<file path="src/rtl/prog_loader.sv">
// ============================================================================
//  Module   : prog_loader
//  Purpose  : Write-port driver for the CPU instruction/data RAM (clkram).
//             Holds the CPU in PC reset while a framed byte stream is
//             received. Bytes are packed big-endian into 32-bit words, and
//             each word is written to the next RAM address. The CPU is
//             released once the frame is complete.
//             Frame layout: N[15:8], N[7:0], 4*N payload bytes, and then an
//             optional checksum byte.
//  Ports    : clk, rst           - clock and synchronous active-high reset
//             start              - one-cycle pulse, starts a load from idle/done
//             in_valid/in_data   - byte source
//             in_ready           - byte accepted when in_valid && in_ready
//             ram_wena/ram_addr/ram_wdata - clkram write port
//             cpu_hold           - drives pcrst (1 = CPU held in reset)
//             busy/done/ovf      - load status (ovf: N exceeded MAX_WORDS)
//             words_written      - words actually written in this/last load
//             cks_err            - checksum mismatch (macro build only)
//  Macro    : PROG_LOADER_CHECKSUM_EN adds the trailing checksum byte, the
//             CHK state and the cks_err output.
//  Revision : 1.0 - initial release
// ============================================================================
`default_nettype none

module prog_loader #(
  parameter logic [31:0] BASE_ADDR = 32'h0000_0000,
  parameter logic [31:0] ADDR_STEP = 32'd1,
  parameter int unsigned MAX_WORDS = 256
) (
  input  logic        clk,
  input  logic        rst,
  input  logic        start,
  input  logic        in_valid,
  input  logic [7:0]  in_data,
  output logic        in_ready,
  output logic        ram_wena,
  output logic [31:0] ram_addr,
  output logic [31:0] ram_wdata,
  output logic        cpu_hold,
  output logic        busy,
  output logic        done,
  output logic        ovf,
  output logic [15:0] words_written
`ifdef PROG_LOADER_CHECKSUM_EN
  ,
  output logic        cks_err
`endif
);

  localparam logic [31:0] c_max_words = 32'(MAX_WORDS);

  typedef enum logic [2:0] {
    S_IDLE   = 3'd0,
    S_LEN_HI = 3'd1,
    S_LEN_LO = 3'd2,
    S_DATA   = 3'd3,
    S_WRITE  = 3'd4,
`ifdef PROG_LOADER_CHECKSUM_EN
    S_CHK    = 3'd5,
`endif
    S_DONE   = 3'd6
  } state_t;

  // State entered once the payload is exhausted (including the N == 0 case).
`ifdef PROG_LOADER_CHECKSUM_EN
  localparam state_t c_after_payload = S_CHK;
`else
  localparam state_t c_after_payload = S_DONE;
`endif

  state_t      r_state;
  state_t      w_next;
  logic [15:0] r_len;
  logic [31:0] r_word;
  logic [1:0]  r_bidx;
  logic [15:0] r_widx;
  logic [31:0] r_addr;
  logic [15:0] r_ww;
  logic        r_ovf;
`ifdef PROG_LOADER_CHECKSUM_EN
  logic [7:0]  r_xor;
  logic        r_cks_err;
`endif

  logic        w_xfer;
  logic [15:0] w_len_full;
  logic        w_in_range;
  logic        w_last;

  assign w_xfer     = in_valid && in_ready;
  // The full length is only valid while the low byte is being accepted.
  assign w_len_full = {r_len[15:8], in_data};
  assign w_in_range = ({16'd0, r_widx} < c_max_words);
  // r_len is non-zero whenever WRITE is reachable, so N-1 cannot underflow.
  assign w_last     = (r_widx == (r_len - 16'd1));

  assign ram_addr      = r_addr;
  assign ram_wdata     = r_word;
  assign words_written = r_ww;
  assign ovf           = r_ovf;
`ifdef PROG_LOADER_CHECKSUM_EN
  assign cks_err       = r_cks_err;
`endif

  // Next-state logic and the state-decoded outputs.
  always_comb begin
    w_next   = r_state;
    in_ready = 1'b0;
    ram_wena = 1'b0;
    cpu_hold = 1'b1;
    busy     = 1'b1;
    done     = 1'b0;
    case (r_state)
      S_IDLE: begin
        busy = 1'b0;
        if (start) w_next = S_LEN_HI;
      end
      S_LEN_HI: begin
        in_ready = 1'b1;
        if (w_xfer) w_next = S_LEN_LO;
      end
      S_LEN_LO: begin
        in_ready = 1'b1;
        if (w_xfer) w_next = (w_len_full == 16'd0) ? c_after_payload : S_DATA;
      end
      S_DATA: begin
        in_ready = 1'b1;
        if (w_xfer && (r_bidx == 2'd3)) w_next = S_WRITE;
      end
      S_WRITE: begin
        // A reset in this cycle must not let the write through.
        ram_wena = w_in_range && !rst;
        w_next   = w_last ? c_after_payload : S_DATA;
      end
`ifdef PROG_LOADER_CHECKSUM_EN
      S_CHK: begin
        in_ready = 1'b1;
        if (w_xfer) w_next = S_DONE;
      end
`endif
      S_DONE: begin
        busy = 1'b0;
        done = 1'b1;
`ifdef PROG_LOADER_CHECKSUM_EN
        cpu_hold = r_cks_err;
`else
        cpu_hold = 1'b0;
`endif
        if (start) w_next = S_LEN_HI;
      end
      default: w_next = S_IDLE;
    endcase
  end

  // State register and datapath.
  always_ff @(posedge clk) begin
    if (rst) begin
      r_state   <= S_IDLE;
      r_len     <= 16'd0;
      r_word    <= 32'd0;
      r_bidx    <= 2'd0;
      r_widx    <= 16'd0;
      r_addr    <= BASE_ADDR;
      r_ww      <= 16'd0;
      r_ovf     <= 1'b0;
`ifdef PROG_LOADER_CHECKSUM_EN
      r_xor     <= 8'd0;
      r_cks_err <= 1'b0;
`endif
    end else begin
      r_state <= w_next;
      case (r_state)
        S_IDLE, S_DONE: begin
          if (start) begin
            r_bidx    <= 2'd0;
            r_widx    <= 16'd0;
            r_addr    <= BASE_ADDR;
            r_ww      <= 16'd0;
            r_ovf     <= 1'b0;
`ifdef PROG_LOADER_CHECKSUM_EN
            r_xor     <= 8'd0;
            r_cks_err <= 1'b0;
`endif
          end
        end
        S_LEN_HI: begin
          if (w_xfer) r_len[15:8] <= in_data;
        end
        S_LEN_LO: begin
          if (w_xfer) begin
            r_len[7:0] <= in_data;
            r_ovf      <= ({16'd0, w_len_full} > c_max_words);
          end
        end
        S_DATA: begin
          if (w_xfer) begin
            r_word <= {r_word[23:0], in_data};
            r_bidx <= r_bidx + 2'd1;
`ifdef PROG_LOADER_CHECKSUM_EN
            r_xor  <= r_xor ^ in_data;
`endif
          end
        end
        S_WRITE: begin
          // The address advances even for suppressed (out-of-range) words.
          if (w_in_range) r_ww <= r_ww + 16'd1;
          r_addr <= r_addr + ADDR_STEP;
          r_widx <= r_widx + 16'd1;
        end
`ifdef PROG_LOADER_CHECKSUM_EN
        S_CHK: begin
          if (w_xfer) r_cks_err <= (in_data != r_xor);
        end
`endif
        default: ;
      endcase
    end
  end

endmodule

`default_nettype wire

</file>
<file path="config.mk">
export PLATFORM = sky130hd
export DESIGN_NAME = prog_loader
export DESIGN_NICKNAME = d
export VERILOG_FILES = /design/src/rtl/prog_loader.sv
export SDC_FILE = /design/constraint.sdc
export NUM_CORES = 1
export LEC_CHECK = 0
export ABC_AREA = 0
export CORE_MARGIN = 4
export CORE_UTILIZATION = 50
export DETAILED_ROUTE_END_ITERATION = 10
export GPL_TIMING_DRIVEN = 1
export HOLD_SLACK_MARGIN = 0.08
export PLACE_DENSITY = 0.76
export SETUP_SLACK_MARGIN = 0.02
export SLEW_MARGIN = 20
export SYNTH_ARGS = -nofsm -noshare
export SYNTH_HDL_FRONTEND = slang
export SYNTH_SLANG_ARGS = --single-unit
</file>
<file path="constraint.sdc">
create_clock -name clk -period 4 [get_ports clk]
set_input_delay 0.8 -clock clk [delete_from_list [all_inputs] [get_ports clk]]
set_output_delay 0.8 -clock clk [all_outputs]
set_load 0.05 [all_outputs]
</file>
# Yosys cells after proc, flatten, opt, wreduce, memory -nomap -nowiden
# Index checks and enable logic that the tools add are counted.
# totals
ff_bits	118
inputBits	12
output_inout_bits	86
elab_cells	72
# op_classes
n_addsub	5
magnitude_cmp	2
eq_ne	13
n_mux	24
n_reduce_logical	19
# op_table
cell	n
$pmux W16 S2	2
$pmux W32 S2	1
$add A16 B1 Y16 const B	2
$add A32 B1 Y32 const B	1
$mux W16	2
$mux W32	1
$mux W3	6
$eq A16 B16 Y1	1
$gt A16 B9 Y1 const B	1
$logic_not A16 Y1	1
$lt A16 B9 Y1 const B	1
$sub A16 B1 Y16 const B	1
$pmux W3 S5	1
$ne A2 B2 Y1 const B	5
$reduce_and A3 Y1	3
$reduce_and A2 Y1	4
$mux W1	7
$eq A3 B2 Y1 const B	2
$eq A3 B3 Y1 const B	2
$reduce_bool A2 Y1	3
$mux W2	2
$pmux W2 S2	1
$reduce_and A4 Y1	1
$eq A3 B1 Y1 const B	1
9 further kinds	11

# Logic depth before layout (Yosys ltp)
# Gate-level depths: netlist of run 1.
# logic_depth
ltp_word	7
mapped_depth	9
mapped_depth_nobuf	8

# Worst setup path after synthesis of run 1
# Ideal clock, no wire load.
# synth_path
path_kind	input port to output port
from	input port rst
to	output port ram_wena
arrival_ns	2.057
required_time_ns	3.200
path_slack_ns	1.143
path_stages	4
path_buffers	3
cell_sequence	clkbuf_1 -> clkbuf_1 -> buf_1 -> nor2_1
# synth_via
elab_chain_cells	3
# synth_lines
element	line_no	source
start: declaration	31	input logic rst,
$logic_not A1 Y1	132	ram_wena = w_in_range && !rst;
$logic_and A1 B1 Y1	132	
$mux W1	113	case (r_state)
end: declaration	36	output logic ram_wena,
# No other way between the ends.

# Final worst setup path of run 1
# layout_path
from	register r_state[2]
to	output port ram_wena
# layout_via
elab_chain_cells	2
# layout_lines
element	line_no	source
start: declaration	71	state_t r_state;
start signal: assignment	171	r_state <= w_next;
$eq A3 B3 Y1	113	
$mux W1	113	
# No other way between the ends.

==> results of run 1 <==
==> path summary, 6_finish.rpt <==
path | start | to | slack, ns | cells past startpoint
setup / recovery | r_state[2]$_SDFFE_PP0P_ | ram_wena | 0.76 | 4
hold / removal | ram_wdata[28]$_SDFFE_PP0P_ | ram_wdata[28]$_SDFFE_PP0P_ | 0.45 | 2
setup reg to reg | r_state[2]$_SDFFE_PP0P_ | ram_addr[27]$_SDFFE_PP0P_ | 1.19 | 6
hold reg to reg | ram_wdata[28]$_SDFFE_PP0P_ | ram_wdata[28]$_SDFFE_PP0P_ | 0.45 | 2
==> power by group through the flow <==
| stage | Combinational (W) | Sequential (W) | Clock, W |
|---|---|---|---|
| final | 0.000196 | 0.00120 | 0.00158 |
| after global routing | 0.000212 | 0.00120 | 0.00166 |
| after CTS | 0.000195 | 0.00120 | 0.00159 |
| after detailed placement | 0.000192 | 0.00123 | 0 |
| after global placement | 0.000187 | 0.00123 | 0 |
| after floorplan | 0.000140 | 0.00122 | 0 |
==> final cells by class <==
class	instances	area (sq um)	area share
Multi-Input combinational cell	564	3211	0.4330
Clock buffer	17	425.4	0.05737
Sequential cell	118	2362	0.3186
Tap cell	140	175.2	0.02362
Timing Repair Buffer	103	1011	0.1363
Inverter	10	37.54	0.005062
Clock inverter	15	192.7	0.02599
==> per-stage QoR <==
| step | hold slack (ns) | instance area, sq um |
|---|---|---|
| final | 0.4526 | 7415 |
| after global routing | 0.4769 | 7415 |
| after CTS | 0.4549 | 7415 |
| after detailed placement | 0.4469 | 6797 |
| after global placement | 0.4444 | 6797 |
| after floorplan | 0.4516 | 5778 |
==> sequential cells by signal (all words and copies together), names as in the netlist <==
register and flops:
ram_wdata 32, ram_addr 32, words_written 16, ovf 1, r_widx 16, r_state 3, r_len 16, r_bidx 2
==> kinds of logic after synthesis <==
group / count (synthesis) / synth area share
xor gates and xnor gates: 34 / 0.05392
DFF: 118 / 0.4088
adders and majority gates: 5 / 0.01083
muxes: 13 / 0.02360
and+or+nand+nor: 346 / 0.2958
AOI/OAI and AO/OA: 166 / 0.1706
buffers and inverters: 51 / 0.03638
==> routing by layer <==
metal  vias to the layer above  global-route usage
met4                         0             0.08764
met5                         -                   0
met2                       221              0.3862
met3                        39             0.07206
li1                       2780                   -
met1                      2698              0.2816
==> cell usage after synthesis, types with 3 or more instances <==
library cell | count | area [sq um]
dfxtp_1 | 118 | 2362
nand3b_1 | 4 | 30.03
a21oi_1 | 87 | 435.4
mux2i_1 | 8 | 80.08
o31ai_1 | 4 | 30.03
ha_1 | 5 | 62.56
o21ai_0 | 30 | 150.1
nand3_1 | 33 | 165.2
nor3_1 | 9 | 45.04
clkbuf_1 | 33 | 123.9
buf_2 | 3 | 15.01
nand2b_1 | 7 | 43.79
or2_2 | 4 | 25.02
or3_1 | 20 | 125.1
nor2b_1 | 5 | 31.28
nand2_1 | 124 | 465.5
mux2_2 | 5 | 56.30
buf_1 | 3 | 11.26
nand4_1 | 16 | 100.1
a211oi_1 | 3 | 22.52
and4_1 | 6 | 52.55
nand4b_1 | 4 | 35.03
inv_1 | 10 | 37.54
a311oi_1 | 10 | 87.58
and3_1 | 12 | 75.07
nor2_1 | 70 | 262.8
nor4_1 | 12 | 75.07
xor2_1 | 12 | 105.1
o211ai_1 | 12 | 90.09
xnor2_1 | 21 | 183.9
and2_1 | 5 | 31.28
==> critical path: stages, from the launching register on <==
cell             delay [ns]
dfxtp_1                0.64
nor3b_2                0.31
nand3_1                0.16
nor2_1                 0.13
clkdlybuf4s50_1        0.80
==> out/metrics.cfg, run 1 <==
[final_layout]
diodes = 0
final_common_cell = nand2_1
fillers = 888
syn2layout_area_growth_pct = 28.32
fin_util = 0.6693
fin_nets = 831
fin_cells = 967
layout_common_cells = nand2_1 (124), dfxtp_1 (118), clkdlybuf4s50_1 (96)
drive_above_1_share = 0.06771

[logic_synthesis]
ys_types = 55
synth-edff-count = 0
ys.flop_type = dfxtp_1
ys_warn_count = 0
ys_ff_latch = 118
synth_area_sq_um = 5778
synthArstFlopShare = 0
yosysSeqAreaShare = 0.4088
syn_nets = 750
synth_area_per_cell_sq_um = 7.883
synthCells = 733

[placement]
port_buffers = 97
gp_congestion = 0.8573
dp_hpwl_mm = 10.55
place_inst = 935
pre_cts_slack_ns = 1.137

[clocking]
cts_tree = built
post_cts_resized = 0
cts.path.max_buffers = 2
postCtsHoldBufs = 0
htree_levels = 4
cts_sinks = 118
cts_buffers = 17
insertion_delay_ns = 0.41
post_cts_buffers = 0
ctsRootBufferMaster = clkbuf_16
clk_pin_slew_ns = 0.06

[critical_path]
arrival_ns = 2.44
crit_required_ns = 3.20
crit_type = register to output pin
critPathMaxFanout = 15
worstSetupEndpointType = output pin
critPathLaunchType = register

[die]
die_w_um = 115.5
num_io_pins = 98
coreArea_sq_um = 11080
dieArea_sq_um = 13340
die_y_um = 115.5
fp-row-count = 38
start_util = 0.5216

[routing]
wl_mm = 15.47
first_pass_iters = 5
drc_errors = 0
initialDrtViolationCount = 445
viasPerCell = 5.934
dr_wl_met2_mm = 7.417
antenna_left = 0
vias = 5738
drt-met1-wl_mm = 6.491
wl_per_cell_um = 16.00
top_layer_used = met4
dr_wl_met3_mm = 1.189

[pwr]
fin_total_pwr_w = 0.002976
power_frac_clock = 0.530
pwr-share-comb = 0.066
internal-power_w = 0.002248
pwr_density_cell_nw_per_um2 = 401.4
power.net_switching_w = 0.0007283
leakage_nw = 2.420
ir_drop_v = 0.0004235
seq_power_share = 0.404
p_sw_frac = 0.2447

[sta]
fmax_ghz = 0.3086
relSlewSlack = 0.2751
setup_viol = 0
tightest_slew_ns = 1.085
finalMaxSlewViolations = 0
tns_ns = 0
rsz0062_at_grt = false
fin_crit_ns = 3.241
finalWorstSetupSlack_ns = 0.7593
worst_clock_skew_ns = 0.01385
report.final.hold_viol_count = 0
final.period_utilization = 0.8102

[flow_run]
max_cap_violations = 0

[global_routing]
grt_start_max_net_pins = 101
grt-ovfl-total = 0
grt_first_pass_wirelength_mm = 25.29
antenna_found_initial = 0
track_usage = 0.2319
grt_pass1_vias = 5421

[outcome]
status = finished, final reports clean

[min_path]
min_path_type = register to register

No activity file was read; power rests on OpenSTA's default activity.
==> inputs of run 2 (changes only) <==
==> constraint.sdc (replaced) <==
create_clock -name clk -period 3.37 [get_ports clk]
set_input_delay 0.674 -clock clk [delete_from_list [all_inputs] [get_ports clk]]
set_output_delay 0.674 -clock clk [all_outputs]
set_load 0.05 [all_outputs]
==> run 2 against run 1 <==
  * Routed wire length is 1.5% higher
  * Clock skew fell by 0.0046 ns
  * Core utilization rose by 0.12 points
  * Sequential cell count stayed put
  * Cell count grew 0.52%
  * First-iteration DRC count shrank 12%
  * Setup slack got worse by 0.46 ns
  * Critical path depth unchanged
  * Via count grew 0.75%
  * Non-clock buffer count is 5 higher
  * Largest cell class unchanged
==> out/metrics.cfg, run 2 (same netlist as run 1, synthesis figures left out) <==
[critical_path]
critPathLaunchType = register
reg2reg_slack_ns = 0.67
worstSetupEndpointType = output pin
critPathMaxFanout = 13
crit_type = register to output pin
r2r_cells = 8
r2r-end = r_state[0]$_SDFFE_PP0P_
crit_required_ns = 2.70
arrival_ns = 2.39
timing.rr.start = r_len[0]$_SDFFE_PP0P_

[final_layout]
fin_nets = 836
fillers = 948
layout_common_cells = nand2_1 (124), dfxtp_1 (118), clkdlybuf4s50_1 (95)
diodes = 0
drive_above_1_share = 0.06851
final_common_cell = nand2_1
syn2layout_area_growth_pct = 28.56

[sta]
final.period_utilization = 0.9100
tightest_slew_ns = 0.8899
worst_clock_skew_ns = 0.009291
setup_viol = 0
rsz0062_at_grt = false
tns_ns = 0
relSlewSlack = 0.4067
report.final.hold_viol_count = 0
fmax_ghz = 0.3261
timing.hold.ws_ns = 0.4533
finalMaxSlewViolations = 0
fin_crit_ns = 3.067

[die]
start_util = 0.5216
dieArea_sq_um = 13340
fp-row-count = 38
coreArea_sq_um = 11080
die_w_um = 115.5
num_io_pins = 98
die_y_um = 115.5

[placement]
gp_congestion = 0.8890
dp_hpwl_mm = 10.91
port_buffers = 97

[outcome]
status = finished, final reports clean

[routing]
viasPerCell = 5.948
drc_errors = 0
initialDrtViolationCount = 393
wl_mm = 15.71
antenna_left = 0
wl_per_cell_um = 16.16
vias = 5781
first_pass_iters = 5

[flow_run]
max_cap_violations = 0

[clocking]
postCtsHoldBufs = 0
post_cts_resized = 0
cts_sinks = 118
cts_tree = built
insertion_delay_ns = 0.42
clk_pin_slew_ns = 0.05
htree_levels = 4
post_cts_buffers = 0
cts.path.max_buffers = 2
ctsRootBufferMaster = clkbuf_16
cts_buffers = 17

[global_routing]
grt_start_max_net_pins = 88
track_usage = 0.2386
grt-ovfl-total = 0
grt_pass1_vias = 5333
antenna_found_initial = 0
grt_first_pass_wirelength_mm = 25.78

[min_path]
hold_path_depth = 2
min_path_type = register to register
worstHoldStart = ram_wdata[24]$_SDFFE_PP0P_
min_delay_worst_endpoint = ram_wdata[24]$_SDFFE_PP0P_

[pwr]
ir_drop_v = 0.0004272
leakage_nw = 2.447
pwr_density_cell_nw_per_um2 = 465.7

-- run 2: cell types whose count changed in the layout (fill, tap and decap cells not counted) --
cell	previous run	this run
clkinvlp_4	4	1
clkinv_2	0	4
buf_4	6	11
inv_6	4	0
clkbuf_1	0	5
clkbuf_8	0	1
clkinv_4	3	1
clkdlybuf4s50_1	96	95
buf_12	0	1
inv_8	1	0
-- run 2: through the flow --
stage               std cells  setup WS (ns)  power, W  instance area [sq um]    util
floorplan                 733         0.7326  0.001615                   5778       -
global placement          940         0.6299  0.001683                   6844  0.6178
detailed placement        940         0.5369  0.001689                   6844  0.6178
CTS                       972         0.2790  0.003480                   7428  0.6705
global route              972         0.1695  0.003569                   7428  0.6705
finish                    972         0.3032  0.003459                   7428  0.6705
-- run 2: routing by layer --
metal,part of all wire,vias up,track usage
met4,0.018,0,0.08764
li1,-,2785,-
met2,0.48,228,0.3974
met3,0.086,30,0.07781
met5,0,-,0
met1,0.42,2738,0.2885
-- run 2: report_power, final --
group          leakage [nW]  internal (W)  switching, W
Combinational          1.21     0.0000888      0.000146
Sequential            0.951       0.00141     0.0000212
Clock                 0.285       0.00118      0.000622
-- run 2: area by class of cell --
type                    instances  area, sq um  area share
repair buffers                108         1059      0.1425
flip-flops and latches        118         2362      0.3180
clock buffers                  23        457.9     0.06165
inverters                      10        37.54    0.005053
clock inverters                 9        126.4     0.01701
multi-input cells             564         3211      0.4322
well taps                     140        175.2     0.02358
-- run 2: worst max path at each step --
| stage | start | end | slack, ns | depth (start not counted) |
|---|---|---|---|---|
| after floorplan | r_state[1]$_SDFFE_PP0P_ | ram_wena | 0.73 | 6 |
| after global placement | start | words_written[5]$_SDFFE_PP0P_ | 0.63 | 5 |
| after detailed placement | start | ram_addr[0]$_SDFFE_PP0P_ | 0.54 | 5 |
| after CTS | r_state[1]$_SDFFE_PP0P_ | done | 0.28 | 4 |
| after global routing | r_state[1]$_SDFFE_PP0P_ | done | 0.17 | 4 |
| final | r_state[1]$_SDFFE_PP0P_ | done | 0.30 | 4 |
-- run 2: worst max-delay path, cell delays in order (launching register included) --
cell and delay, ns:
dfxtp_1 0.57, inv_1 0.18, or2_2 0.36, inv_1 0.06
clkdlybuf4s50_1 0.79
